File: src/rtl/mem_arbiter_2p_if.sv
// Bundle of the two requester handshakes and the single memory port for mem_arbiter_2p.
// With MEMARB_P1_WLOCK_EN defined the bundle also carries the port-1 write-error pulse.
interface mem_arbiter_2p_if #(
    parameter int DATA_W = 8,
    parameter int ADDR_W = 3
);
    logic              req0;
    logic              req1;
    logic              we0;
    logic              we1;
    logic [ADDR_W-1:0] addr0;
    logic [ADDR_W-1:0] addr1;
    logic [DATA_W-1:0] wdata0;
    logic [DATA_W-1:0] wdata1;
    logic              gnt0;
    logic              gnt1;
    logic              rvalid0;
    logic              rvalid1;
    logic [DATA_W-1:0] rdata0;
    logic [DATA_W-1:0] rdata1;
`ifdef MEMARB_P1_WLOCK_EN
    logic              werr1;
`endif
    logic              mem_cs;
    logic              mem_re;
    logic              mem_we;
    logic [ADDR_W-1:0] mem_addr;
    logic [DATA_W-1:0] mem_din;
    logic [DATA_W-1:0] mem_dout;

    // Requesters and the memory together form the "master" side.
    modport master (
        output req0, req1, we0, we1, addr0, addr1, wdata0, wdata1, mem_dout,
        input  gnt0, gnt1, rvalid0, rvalid1, rdata0, rdata1,
`ifdef MEMARB_P1_WLOCK_EN
        input  werr1,
`endif
        input  mem_cs, mem_re, mem_we, mem_addr, mem_din
    );

    modport slave (
        input  req0, req1, we0, we1, addr0, addr1, wdata0, wdata1, mem_dout,
        output gnt0, gnt1, rvalid0, rvalid1, rdata0, rdata1,
`ifdef MEMARB_P1_WLOCK_EN
        output werr1,
`endif
        output mem_cs, mem_re, mem_we, mem_addr, mem_din
    );
endinterface

File: src/rtl/mem_arbiter_2p.sv
// Two-port round-robin arbiter/sequencer for an 8x8 register-file memory with registered read.
// Optional MEMARB_P1_WLOCK_EN: port 1 becomes read-only; its writes are granted, suppressed, and flagged on werr1.
module mem_arbiter_2p #(
    parameter int DATA_W = 8,
    parameter int ADDR_W = 3
) (
    input logic              clock,
    input logic              reset,
    mem_arbiter_2p_if.slave  bus
);
    typedef enum logic [1:0] {
        IDLE    = 2'd0,
        ACCESS  = 2'd1,
        CAPTURE = 2'd2
    } state_t;

    typedef enum logic {
        PORT0 = 1'b0,
        PORT1 = 1'b1
    } port_t;

    state_t state, state_nxt;
    port_t  last_winner, last_winner_nxt;
    port_t  owner, owner_nxt;

    logic              gnt0_q, gnt0_nxt;
    logic              gnt1_q, gnt1_nxt;
    logic              rvalid0_q, rvalid0_nxt;
    logic              rvalid1_q, rvalid1_nxt;
    logic [DATA_W-1:0] rdata0_q, rdata0_nxt;
    logic [DATA_W-1:0] rdata1_q, rdata1_nxt;
    logic              mem_cs_q, mem_cs_nxt;
    logic              mem_re_q, mem_re_nxt;
    logic              mem_we_q, mem_we_nxt;
    logic [ADDR_W-1:0] mem_addr_q, mem_addr_nxt;
    logic [DATA_W-1:0] mem_din_q, mem_din_nxt;
`ifdef MEMARB_P1_WLOCK_EN
    logic              werr1_q, werr1_nxt;
`endif

    // Winner selection for the current IDLE cycle: a tie goes to the port that did not win last.
    logic              any_req;
    port_t             pick;
    logic              sel_we;
    logic [ADDR_W-1:0] sel_addr;
    logic [DATA_W-1:0] sel_wdata;
    logic              write_locked;

    always_comb begin
        any_req = bus.req0 | bus.req1;
        if (bus.req0 && bus.req1) begin
            pick = (last_winner == PORT0) ? PORT1 : PORT0;
        end else begin
            pick = bus.req1 ? PORT1 : PORT0;
        end
        sel_we    = (pick == PORT1) ? bus.we1    : bus.we0;
        sel_addr  = (pick == PORT1) ? bus.addr1  : bus.addr0;
        sel_wdata = (pick == PORT1) ? bus.wdata1 : bus.wdata0;
`ifdef MEMARB_P1_WLOCK_EN
        write_locked = (pick == PORT1) && sel_we;
`else
        write_locked = 1'b0;
`endif
    end

    always_comb begin
        // NOTE: every signal gets its default before the case so no path leaves one unassigned, which would infer a latch.
        state_nxt       = state;
        last_winner_nxt = last_winner;
        owner_nxt       = owner;
        gnt0_nxt        = 1'b0;
        gnt1_nxt        = 1'b0;
        rvalid0_nxt     = 1'b0;
        rvalid1_nxt     = 1'b0;
        rdata0_nxt      = rdata0_q;
        rdata1_nxt      = rdata1_q;
        mem_cs_nxt      = 1'b0;
        mem_re_nxt      = 1'b0;
        mem_we_nxt      = 1'b0;
        mem_addr_nxt    = '0;
        mem_din_nxt     = '0;
`ifdef MEMARB_P1_WLOCK_EN
        werr1_nxt       = 1'b0;
`endif

        unique case (state)
            IDLE: begin
                if (any_req) begin
                    gnt0_nxt        = (pick == PORT0);
                    gnt1_nxt        = (pick == PORT1);
                    last_winner_nxt = pick;
                    owner_nxt       = pick;
                    mem_addr_nxt    = sel_addr;
                    mem_din_nxt     = sel_wdata;
                    mem_re_nxt      = !sel_we;
                    mem_we_nxt      = sel_we && !write_locked;
                    mem_cs_nxt      = !write_locked;
`ifdef MEMARB_P1_WLOCK_EN
                    werr1_nxt       = write_locked;
`endif
                    state_nxt       = ACCESS;
                end
            end

            // The memory acts at the edge leaving ACCESS; the defaults clear every mem_* output here.
            // A suppressed port-1 write also has mem_re low, so it returns straight to IDLE.
            ACCESS: begin
                state_nxt = mem_re_q ? CAPTURE : IDLE;
            end

            CAPTURE: begin
                if (owner == PORT0) begin
                    rdata0_nxt  = bus.mem_dout;
                    rvalid0_nxt = 1'b1;
                end else begin
                    rdata1_nxt  = bus.mem_dout;
                    rvalid1_nxt = 1'b1;
                end
                state_nxt = IDLE;
            end

            default: begin
                state_nxt = IDLE;
            end
        endcase
    end

    always_ff @(posedge clock) begin
        if (reset) begin
            state       <= IDLE;
            last_winner <= PORT1;
            owner       <= PORT0;
            gnt0_q      <= 1'b0;
            gnt1_q      <= 1'b0;
            rvalid0_q   <= 1'b0;
            rvalid1_q   <= 1'b0;
            rdata0_q    <= '0;
            rdata1_q    <= '0;
            mem_cs_q    <= 1'b0;
            mem_re_q    <= 1'b0;
            mem_we_q    <= 1'b0;
            mem_addr_q  <= '0;
            mem_din_q   <= '0;
`ifdef MEMARB_P1_WLOCK_EN
            werr1_q     <= 1'b0;
`endif
        end else begin
            // NOTE: non-blocking assignments so every register samples the pre-edge values of the others.
            state       <= state_nxt;
            last_winner <= last_winner_nxt;
            owner       <= owner_nxt;
            gnt0_q      <= gnt0_nxt;
            gnt1_q      <= gnt1_nxt;
            rvalid0_q   <= rvalid0_nxt;
            rvalid1_q   <= rvalid1_nxt;
            rdata0_q    <= rdata0_nxt;
            rdata1_q    <= rdata1_nxt;
            mem_cs_q    <= mem_cs_nxt;
            mem_re_q    <= mem_re_nxt;
            mem_we_q    <= mem_we_nxt;
            mem_addr_q  <= mem_addr_nxt;
            mem_din_q   <= mem_din_nxt;
`ifdef MEMARB_P1_WLOCK_EN
            werr1_q     <= werr1_nxt;
`endif
        end
    end

    assign bus.gnt0     = gnt0_q;
    assign bus.gnt1     = gnt1_q;
    assign bus.rvalid0  = rvalid0_q;
    assign bus.rvalid1  = rvalid1_q;
    assign bus.rdata0   = rdata0_q;
    assign bus.rdata1   = rdata1_q;
    assign bus.mem_cs   = mem_cs_q;
    assign bus.mem_re   = mem_re_q;
    assign bus.mem_we   = mem_we_q;
    assign bus.mem_addr = mem_addr_q;
    assign bus.mem_din  = mem_din_q;
`ifdef MEMARB_P1_WLOCK_EN
    assign bus.werr1    = werr1_q;
`endif

    // Memory-port invariants: one operation at a time, chip select exactly when an operation runs.
    a_no_rw_overlap: assert property (@(posedge clock) disable iff (reset) !(mem_re_q && mem_we_q));
    a_cs_matches_op: assert property (@(posedge clock) disable iff (reset) mem_cs_q == (mem_re_q || mem_we_q));
    a_single_grant:  assert property (@(posedge clock) disable iff (reset) !(gnt0_q && gnt1_q));

endmodule

File: src/flat_wrapper.sv
// flat-port wrapper written by rule: the top's interface ports become plain ports
module mem_arbiter_2p_flat 
#(
    parameter int DATA_W = 8,
    parameter int ADDR_W = 3
)
  (clock, reset, bus_req0, bus_req1, bus_we0, bus_we1, bus_addr0, bus_addr1, bus_wdata0, bus_wdata1, bus_mem_dout, bus_gnt0, bus_gnt1, bus_rvalid0, bus_rvalid1, bus_rdata0, bus_rdata1, bus_mem_cs, bus_mem_re, bus_mem_we, bus_mem_addr, bus_mem_din);
  mem_arbiter_2p_if #(.DATA_W(DATA_W), .ADDR_W(ADDR_W)) bus_i ();
  input logic clock;
  input logic reset;
  input wire logic [$bits(bus_i.req0)-1:0] bus_req0;
  input wire logic [$bits(bus_i.req1)-1:0] bus_req1;
  input wire logic [$bits(bus_i.we0)-1:0] bus_we0;
  input wire logic [$bits(bus_i.we1)-1:0] bus_we1;
  input wire logic [$bits(bus_i.addr0)-1:0] bus_addr0;
  input wire logic [$bits(bus_i.addr1)-1:0] bus_addr1;
  input wire logic [$bits(bus_i.wdata0)-1:0] bus_wdata0;
  input wire logic [$bits(bus_i.wdata1)-1:0] bus_wdata1;
  input wire logic [$bits(bus_i.mem_dout)-1:0] bus_mem_dout;
  output wire logic [$bits(bus_i.gnt0)-1:0] bus_gnt0;
  output wire logic [$bits(bus_i.gnt1)-1:0] bus_gnt1;
  output wire logic [$bits(bus_i.rvalid0)-1:0] bus_rvalid0;
  output wire logic [$bits(bus_i.rvalid1)-1:0] bus_rvalid1;
  output wire logic [$bits(bus_i.rdata0)-1:0] bus_rdata0;
  output wire logic [$bits(bus_i.rdata1)-1:0] bus_rdata1;
  output wire logic [$bits(bus_i.mem_cs)-1:0] bus_mem_cs;
  output wire logic [$bits(bus_i.mem_re)-1:0] bus_mem_re;
  output wire logic [$bits(bus_i.mem_we)-1:0] bus_mem_we;
  output wire logic [$bits(bus_i.mem_addr)-1:0] bus_mem_addr;
  output wire logic [$bits(bus_i.mem_din)-1:0] bus_mem_din;
  assign bus_i.req0 = bus_req0;
  assign bus_i.req1 = bus_req1;
  assign bus_i.we0 = bus_we0;
  assign bus_i.we1 = bus_we1;
  assign bus_i.addr0 = bus_addr0;
  assign bus_i.addr1 = bus_addr1;
  assign bus_i.wdata0 = bus_wdata0;
  assign bus_i.wdata1 = bus_wdata1;
  assign bus_i.mem_dout = bus_mem_dout;
  assign bus_gnt0 = bus_i.gnt0;
  assign bus_gnt1 = bus_i.gnt1;
  assign bus_rvalid0 = bus_i.rvalid0;
  assign bus_rvalid1 = bus_i.rvalid1;
  assign bus_rdata0 = bus_i.rdata0;
  assign bus_rdata1 = bus_i.rdata1;
  assign bus_mem_cs = bus_i.mem_cs;
  assign bus_mem_re = bus_i.mem_re;
  assign bus_mem_we = bus_i.mem_we;
  assign bus_mem_addr = bus_i.mem_addr;
  assign bus_mem_din = bus_i.mem_din;
  mem_arbiter_2p #(.DATA_W(DATA_W), .ADDR_W(ADDR_W)) u_core (.clock(clock), .reset(reset), .bus(bus_i));
endmodule
File: config.mk
export PLATFORM = sky130hd
export DESIGN_NAME = mem_arbiter_2p_flat
export DESIGN_NICKNAME = d
export VERILOG_FILES = /design/src/rtl/mem_arbiter_2p_if.sv /design/src/rtl/mem_arbiter_2p.sv /design/src/flat_wrapper.sv
export SDC_FILE = /design/constraint.sdc
export NUM_CORES = 1
export LEC_CHECK = 0
export ABC_AREA = 1
export CAP_MARGIN = 20
export CORE_MARGIN = 8
export CORE_UTILIZATION = 39
export DETAILED_ROUTE_END_ITERATION = 12
export PLACE_DENSITY = 0.83
export SLEW_MARGIN = 20
export SYNTH_ARGS = -nofsm -noshare
export SYNTH_HDL_FRONTEND = slang
export SYNTH_SLANG_ARGS = --single-unit
File: constraint.sdc
create_clock -name clock -period 1.35 [get_ports clock]
set_clock_uncertainty 0.2 [all_clocks]
set_input_delay 0.405 -clock clock [delete_from_list [all_inputs] [get_ports clock]]
set_output_delay 0.405 -clock clock [all_outputs]
set_load 0.02 [all_outputs]
==> impl_metrics.csv, run 1 <==
group,metric,value,unit
floorplan,core_area,3580,um^2
drt,viasPerCell,4.55,
timing,max_freq,706,MHz
worst_setup_path,slowest_delay,360,ps
clock_tree,cts.sinks,38,
synth,synth_adder_area_share,0,%
worst_setup_path,crit_required,750,ps
hold_path,hold_depth,2,
worst_setup_path,r2r_start,"u_core.state[0]",
worst_setup_path,start_kind,"flop",
timing,relSlewSlack,84.9,%
placed_design,dpl.hpwl,2850,um
synth,yosysUniqueCellTypes,21,
timing,final.min_clock_period,1420,ps
outcome,violations,"setup timing",
global_route,globalRouteOverflowTotal,0,
worst_setup_path,critPathTopFamily,"flip-flops",
cells_and_area,diodes,0,
cells_and_area,finish.net_count,303,
timing,setup_ws,-65.7,ps
cells_and_area,multi_input_area,601,um^2
timing,worst_pin_slew,226,ps
flow_run,max-cap-violations,0,
timing,min_period_over_period,105,%
worst_setup_path,end_kind,"output pin",
cells_and_area,area_growth,77.4,%
worst_setup_path,cpMaxStageDelayCell,"dfxtp_2",
synth,synthXorXnorAreaFrac,0,%
hold_path,holdPathEnd,"u_core.bus.rdata1[4]",
synth,synthMuxAreaShare,0,%
global_route,track_usage,14.2,%
drt,wl_per_cell,12.9,um
floorplan,num_rows,22,
worst_setup_path,path_depth,1,
pwr,vdd_drop_max,0.673,mV
pwr,powerDensity,907,nW/um^2
clock_tree,cts-root-to-sink-buffers,2,
global_route,grt_pass1_wl,6720,um
global_route,grt_max_degree,18,
timing,hold_slack,273,ps
clock_tree,clk_pin_slew_worst_paths,110,ps
placed_design,gp_congestion,0.787,
drt,drt_first_pass_iters,4,
worst_setup_path,cp_num_buf_inv,1,
worst_setup_path,crit_path_cell_trace,"buf_6",
clock_tree,root_buffer,"clkbuf_4",
synth,synthCells,173,
floorplan,dieArea,5800,um^2
global_route,antenna_found_initial,0,
timing,timing_hold_violations_final,0,
timing,maxSlewViolCount,0,
timing,rsz0062_at_grt,"yes",
drt,drt-total-wl,4090,um
global_route,grt_pass1_vias,1473,
synth,synth-simple-area-share,29.6,%
cells_and_area,regArea,805,um^2
outcome,outcome,"complete, but fails checks",
cells_and_area,layout-drive-gt1-share,43.7,%
synth,syn-num-nets,209,
drt,drc,0,
worst_setup_path,arrival,810,ps
worst_setup_path,path_max_fanout,2,
drt,drtIter0Drc,89,
synth,ys_warn_count,0,
drt,vias,1439,
worst_setup_path,r2r_slack,100,ps
floorplan,die_w,76.2,um
drt,antenna_left,0,
synth,ys_ff_latch,38,
placed_design,io_buffers,69,
synth,ys_seq_area_share,53.9,%
synth,avgSynthCellArea,8.17,um^2
timing,setup_viol,34,
clock_tree,insertion_delay,340,ps
synth,synth_compound_area_share,8.77,%
worst_setup_path,worst_r2r_path_depth,5,
floorplan,start_util,39.5,%
pwr,leakagePower,1.16,nW
floorplan,dieHeight,76.2,um
clock_tree,cts_tree,"done",
hold_path,hold_start,"u_core.bus.rdata1[4]",
synth,synth_top_family_by_area,"simple AND/OR/NAND/NOR gates",
floorplan,ioPinCount,70,
synth,syn_area,1410,um^2
worst_setup_path,r2r_end,"u_core.last_winner",
timing,finalSetupTns,-1810,ps
cells_and_area,fillCellCount,272,
hold_path,hp-class,"reg -> reg",
worst_setup_path,criticalPathCategory,"reg -> out",
pwr,power,2.27,mW
clock_tree,htree_num_levels,2,
clock_tree,cts_buffers,5,
through the flow:
stage	instance area (um^2)	cells	setup slack, ps	utilization [%]
3_5_place_dp	2240	298	-460	62.5
4_1_cts	2440	309	-81.0	68.2
5_1_grt	2510	316	-111	70.0
6_report	2510	316	-65.7	70.0
2_1_floorplan	1410	173	138	-
3_3_place_gp	2240	298	-393	62.5
Yosys cell counts (all sizes together):
cell type,count,area (um^2)
nand2,56,213
dfxtp,38,761
nor2,22,92.6
a21oi,21,124
inv,15,58.8
nand4,8,50.1
buf,6,47.5
nand3,4,37.5
clkbuf,1,3.75
nand3b,1,20.0
nor3,1,5.00
flip-flops by register name, indices dropped and copies added (netlist names):
signal	flops
u_core.bus.gnt0	1
u_core.bus.mem_we	1
u_core.last_winner	1
u_core.bus.mem_addr	3
u_core.bus.gnt1	1
u_core.owner	1
u_core.bus.mem_re	1
u_core.bus.rdata1	8
u_core.bus.mem_cs	1
u_core.bus.rvalid0	1
u_core.bus.mem_din	8
u_core.bus.rdata0	8
u_core.bus.rvalid1	1
u_core.state	2
per-layer routing:
metal  GRT usage [%]  routed length [um]
met1            15.4                1630
met2            20.7                1800
met3            9.32                 595
met4            7.31                  64
met5               0                   0
where the power goes:
group	leakage [nW]	switching [mW]	total [mW]	internal [mW]
registers	0.325	0.0297	1.20	1.17
logic	0.797	0.204	0.443	0.238
clock network	0.0353	0.376	0.629	0.253
total	1.16	0.610	2.27	1.66
worst register-to-register path: cells and delay by family (launching register included):
| kind | cells | cell delay [ps] |
|---|---|---|
| flops | 1 | 380 |
| buf+inv | 1 | 150 |
| simple gates | 4 | 430 |
layout make-up:
| type | count | area share [%] |
|---|---|---|
| Sequential cell | 38 | 32.1 |
| Tap cell | 48 | 2.40 |
| Inverter | 15 | 2.45 |
| Clock buffer | 7 | 2.20 |
| Clock inverter | 1 | 0.200 |
| Multi-Input combinational cell | 116 | 24.0 |
| Timing Repair Buffer | 91 | 36.7 |
what timing repair did:
action | in CTS | in global routing
resized for setup | 248 | 4
endpoints found under the setup margin | 49 | 57
gates cloned | 3 | 1
pin swaps | 3 | 1
setup buffers | 0 | 6
hold buffers | 0 | 0
logic make-up after synthesis:
family                 after synthesis
AND/OR/NAND/NOR                     92
buffers and inverters               22
AO/OA/AOI/OAI                       21
flip-flops                          38
cells in the final DEF, fill, tap and decap left out, drive strengths merged:
cell type / synthesis / routed
nand2: 56 / 56
buf: 6 / 56
dfxtp: 38 / 38
clkdlybuf4s50: 0 / 33
nor2: 22 / 22
a21oi: 21 / 21
inv: 15 / 15
nand4: 8 / 8
clkbuf: 1 / 7
nand3: 4 / 6
nand3b: 1 / 2
nor3: 1 / 1
clkinv: 0 / 1
dlymetal6s2s: 0 / 1
dlygate4sd2: 0 / 1
how the worst max path moves through the flow:
| stage | start | endpoint | slack [ps] |
|---|---|---|---|
| 2_1_floorplan | bus_req0 | u_core.bus.mem_addr[2] | 140 |
| 3_3_place_gp | bus_req1 | u_core.bus.mem_din[2] | -390 |
| 3_5_place_dp | bus_req1 | u_core.bus.mem_din[4] | -460 |
| 4_1_cts | u_core.bus.rdata1[3] | bus_rdata1[3] | -80 |
| 5_1_grt | u_core.bus.rdata1[1] | bus_rdata1[1] | -110 |
| 6_report | u_core.bus.rdata0[4] | bus_rdata0[4] | -70 |
Power figures use the tool's default switching activity.
==> run 2, diff against run 1 <==
Settings changed: PLACE_DENSITY 0.83 to 0.81, SLEW_MARGIN 20 to 15.
==> impl_metrics.csv, run 2 (synthesized netlist as in run 1, its figures left out) <==
group,metric,value,unit
global_route,antenna_found_initial,0,
cells_and_area,area_growth,81.2,%
drt,routed.top_layer,"met4",
cells_and_area,layout_common_cells,"nand2_1, buf_6, dfxtp_2, clkdlybuf4s50_1, buf_4",
drt,antenna_left,0,
worst_setup_path,start_kind,"flop",
global_route,grt_pass1_wl,7270,um
clock_tree,insertion_delay,330,ps
clock_tree,htree_num_levels,2,
clock_tree,cts.sinks,38,
placed_design,io_buffers,69,
timing,setup_viol,34,
clock_tree,root_buffer,"clkbuf_4",
timing,maxSlewViolCount,0,
worst_setup_path,crit_required,750,ps
drt,drt_first_pass_iters,4,
clock_tree,clk_pin_slew_worst_paths,100,ps
floorplan,dieArea,5800,um^2
cells_and_area,multi_input_area,604,um^2
global_route,grt_max_degree,18,
pwr,leakagePower,1.18,nW
timing,hold_slack,274,ps
global_route,globalRouteOverflowTotal,0,
worst_setup_path,cp_num_buf_inv,1,
placed_design,place_ws,-458,ps
floorplan,dieHeight,76.2,um
floorplan,num_rows,22,
drt,wl_met1,1720,um
floorplan,ioPinCount,70,
cells_and_area,finalCoreUtilization,71.5,%
worst_setup_path,arrival,810,ps
global_route,grt_pass1_vias,1582,
pwr,powerDensity,871,nW/um^2
hold_path,hp-class,"reg -> reg",
worst_setup_path,slowest_delay,360,ps
drt,wl_met2,2130,um
cells_and_area,layout_commonest_cell,"nand2_1",
timing,setup_ws,-63.7,ps
clock_tree,cts_buffers,5,
drt,drt-total-wl,4450,um
cells_and_area,diodes,0,
drt,wl_per_cell,13.9,um
drt,drtIter0Drc,112,
worst_setup_path,criticalPathCategory,"reg -> out",
timing,relSlewSlack,85.6,%
drt,drc,0,
global_route,track_usage,15.3,%
cells_and_area,layout-drive-gt1-share,45.1,%
worst_setup_path,cpMaxStageDelayCell,"dfxtp_2",
timing,max_freq,707,MHz
worst_setup_path,crit_path_cell_trace,"buf_6",
placed_design,dpl.hpwl,2980,um
floorplan,start_util,39.5,%
cells_and_area,fin_cells,321,
cells_and_area,finish.net_count,309,
floorplan,die_w,76.2,um
timing,min_period_over_period,105,%
timing,final.min_clock_period,1410,ps
worst_setup_path,path_max_fanout,2,
outcome,outcome,"complete, but fails checks",
outcome,violations,"setup timing",
timing,timing_hold_violations_final,0,
floorplan,core_area,3580,um^2
cells_and_area,fillCellCount,274,
placed_design,place_inst,299,
flow_run,max-cap-violations,0,
worst_setup_path,critPathTopFamily,"flip-flops",
drt,vias,1513,
timing,rsz0062_at_grt,"yes",
drt,viasPerCell,4.71,
placed_design,gp_congestion,0.777,
drt,wl_met3,533,um
clock_tree,cts_tree,"done",
cells_and_area,regArea,806,um^2
timing,worst_pin_slew,216,ps
worst_setup_path,end_kind,"output pin",
clock_tree,cts-root-to-sink-buffers,2,
pwr,vdd_drop_max,0.676,mV
==> run 2: through the flow <==
| stage | TNS [ps] | area [um^2] | power [mW] |
|---|---|---|---|
| finish | -1460 | 2560 | 2.23 |
| detailed placement | -16090 | 2240 | 1.62 |
| global route | -3130 | 2560 | 2.35 |
| CTS | -2010 | 2490 | 2.22 |
| floorplan | 0 | 1410 | 1.38 |
| global placement | -15190 | 2240 | 1.61 |
==> run 2: final timing paths <==
path | from | end | slack (ps) | cells past startpoint
worst max-delay path | u_core.bus.rdata1[1] | bus_rdata1[1] | -60 | 1
worst min-delay path | u_core.bus.rdata1[4] | u_core.bus.rdata1[4] | 270 | 2
worst max register to register | u_core.last_winner | u_core.bus.mem_din[0] | 80 | 6
worst min register to register | u_core.bus.rdata1[4] | u_core.bus.rdata1[4] | 270 | 2
==> run 2: layout make-up <==
| class | instances | share of cell area [%] |
|---|---|---|
| Clock buffer | 7 | 1.76 |
| Inverter | 15 | 2.39 |
| Multi-Input combinational cell | 116 | 23.6 |
| Sequential cell | 38 | 31.5 |
| Tap cell | 48 | 2.35 |
| Timing Repair Buffer | 97 | 38.4 |
==> run 2: per-layer routing <==
metal,track usage (%),vias up
li1,-,755
met1,14.9,682
met2,25.6,70
met3,10.0,6
met4,5.19,0
met5,0,-
==> run 2: power by group <==
group | switching, mW | internal (mW) | leakage (nW)
Sequential | 0.0302 | 1.17 | 0.325
Clock | 0.337 | 0.197 | 0.0254
Combinational | 0.222 | 0.272 | 0.825
==> run 2: worst register-to-register path, delay by kind of cell (launching register included) <==
kind            cells  cell delay (ps)
compound gates      1              110
flops               1              350
buf+inv             2              350
simple gates        3              200
==> run 2: repair_timing <==
action | CTS | global route
setup buffers | 5 | 5
gates resized for setup | 247 | 6
gates cloned | 4 | 1
pin swaps | 4 | 1
setup endpoints to repair | 49 | 49
endpoints found under the hold margin | 0 | 0
hold buffers | 0 | 0
==> RTL change (flow settings as in run 1) <==
`DATA_W` is set to 8 in 3 places; all go to 7.
--- a/src/rtl/mem_arbiter_2p_if.sv
+++ b/src/rtl/mem_arbiter_2p_if.sv
@@ -1,7 +1,7 @@
 // Bundle of the two requester handshakes and the single memory port for mem_arbiter_2p.
 // With MEMARB_P1_WLOCK_EN defined the bundle also carries the port-1 write-error pulse.
 interface mem_arbiter_2p_if #(
-    parameter int DATA_W = 8,
+    parameter int DATA_W = 7,
     parameter int ADDR_W = 3
 );
     logic              req0;
--- a/src/rtl/mem_arbiter_2p.sv
+++ b/src/rtl/mem_arbiter_2p.sv
@@ -1,7 +1,7 @@
 // Two-port round-robin arbiter/sequencer for an 8x8 register-file memory with registered read.
 // Optional MEMARB_P1_WLOCK_EN: port 1 becomes read-only; its writes are granted, suppressed, and flagged on werr1.
 module mem_arbiter_2p #(
-    parameter int DATA_W = 8,
+    parameter int DATA_W = 7,
     parameter int ADDR_W = 3
 ) (
     input logic              clock,
--- a/src/flat_wrapper.sv
+++ b/src/flat_wrapper.sv
@@ -1,7 +1,7 @@
 // flat-port wrapper written by rule: the top's interface ports become plain ports
 module mem_arbiter_2p_flat 
 #(
-    parameter int DATA_W = 8,
+    parameter int DATA_W = 7,
     parameter int ADDR_W = 3
 )
   (clock, reset, bus_req0, bus_req1, bus_we0, bus_we1, bus_addr0, bus_addr1, bus_wdata0, bus_wdata1, bus_mem_dout, bus_gnt0, bus_gnt1, bus_rvalid0, bus_rvalid1, bus_rdata0, bus_rdata1, bus_mem_cs, bus_mem_re, bus_mem_we, bus_mem_addr, bus_mem_din);
Ports: changed (6 resized); port bits go from 70 to 64. No check against the original RTL was run, so the function may have changed too.
==> RTL change against run 1 <==
- final area decreased by 11%
- area after synthesis is 11% lower
- sequential share of layout area rose by 1.2 points
- critical path type unchanged
- die area fell by 8.5%
- wire length shrank 10%
- the flow still finishes with violations (negative setup slack)
- sequential cell count fell by 3
- total power fell by 6.1%
- setup slack gained 0.0028 ns
==> RTL change: results (changes against run 1) <==
| Metric | Value |
|---|---|
| DR vias/cell | `4.599 (was 4.554)` |
| Comb pwr share | `0.178 (was 0.195)` |
| Hold wc startpoint | `u_core.bus.rdata1[2] (was u_core.bus.rdata1[4])` |
| Register share of total power | `0.518 (was 0.528)` |
| Cell Area, Placed | `0.002004 sq mm (was 0.002237 sq mm)` |
| Post-route setup slack | `-0.06292 ns (was -0.06575 ns)` |
| Hold path endpoint | `u_core.bus.rdata1[2] (was u_core.bus.rdata1[4])` |
| Synth top area share | `0.5556 (was 0.5385)` |
| Worst Setup SP | `u_core.bus.rdata0[2] (was u_core.bus.rdata0[4])` |
| Routed wl met3 | `511 um (was 595 um)` |
| Post-Syn Nets | `192 (was 209)` |
| Max VDD drop | `0.7719 mV (was 0.6731 mV)` |
| First-pass GRT wire length | `5.595 mm (was 6.720 mm)` |
| Synth top area cells | `dfxtp_1 56%, nand2_1 15%, a21oi_1 7.5%, nor2_1 5.7%, nand4_1 3.5% (was dfxtp_1 54%, nand2_1 15%, a21oi_1 5.7%, nor2_1 5.3%, nand4_1 3.5%)` |
| Initial DRC Count | `53 (was 89)` |
| Complex-gate fraction of the synthesized area | `0.07540 (was 0.08769)` |
| Share of cells above drive strength 1 | `0.4292 (was 0.4366)` |
| Largest net degree at the start of global routing | `17 (was 18)` |
| Met2 GRT Util | `0.2187 (was 0.2074)` |
| Violated checks | `negative setup slack (unchanged)` |
| Distinct cell type count after synthesis | `16 (was 21)` |
| Final Setup Violations | `31 (was 34)` |
| Routed met2 length | `1.688 mm (was 1.795 mm)` |
| Final setup TNS | `-1.389 ns (was -1.806 ns)` |
| Status | `finished, violations left (unchanged)` |
| Final hold slack | `0.2757 ns (was 0.2727 ns)` |
| Nets | `272 (was 303)` |
| Hold WC Path Type | `reg -> reg (unchanged)` |
| Port Buffers | `63 (was 69)` |
| WL final | `3.665 mm (was 4.088 mm)` |
| HPWL after detailed placement | `2.705 mm (was 2.847 mm)` |
| Post-synth top cells | `51 x nand2_1, 35 x dfxtp_1, 19 x a21oi_1, 19 x nor2_1 (was 55 x nand2_1, 38 x dfxtp_1, 20 x nor2_1, 16 x a21oi_1, 13 x inv_1)` |
| Total global-route track usage | `0.1378 (was 0.1422)` |
-- RTL change: cell families (layout without fill, tap and decap cells) --
kind of cell	after synthesis	count (layout)
buf+inv	21	102
simple gates	84	84
flops	35	35
compound gates	19	19
-- RTL change: layout make-up --
cell class / instances / area [sq um]
repair buffers: 80 / 818.3
fillers: 254 / 850.8
clock inverters: 1 / 7.507
multi-input cells: 103 / 485.5
flip-flops and latches: 35 / 740.7
well taps: 44 / 55.05
inverters: 14 / 55.05
clock buffers: 7 / 65.06
-- RTL change: metrics by stage --
stage / util / cells / power, mW / setup WS, ns
final: 0.7236 / 284 / 2.133 / -0.06292
after floorplan: - / 159 / 1.259 / 0.1396
after global routing: 0.7236 / 284 / 2.227 / -0.1093
after CTS: 0.7061 / 281 / 2.136 / -0.08605
after global placement: 0.6512 / 271 / 1.467 / -0.3355
after detailed placement: 0.6512 / 271 / 1.472 / -0.3813
-- RTL change: worst max path at each step --
stage / cells past startpoint / to / slack, ns
2_1_floorplan: 6 / u_core.bus.mem_addr[0] / 0.14
3_3_place_gp: 6 / u_core.bus.mem_din[4] / -0.34
3_5_place_dp: 6 / u_core.bus.mem_din[6] / -0.38
4_1_cts: 1 / bus_rdata0[2] / -0.09
5_1_grt: 1 / bus_rdata0[1] / -0.11
6_report: 1 / bus_rdata0[2] / -0.06
-- RTL change: repair_timing --
| action | 4_1_cts | 5_1_grt |
|---|---|---|
| setup buffers | 2 | 3 |
| endpoints found under the setup margin | 32 | 47 |
| pin swaps | 0 | 1 |
| gates resized for setup | 218 | 10 |
| hold buffers | 0 | 0 |
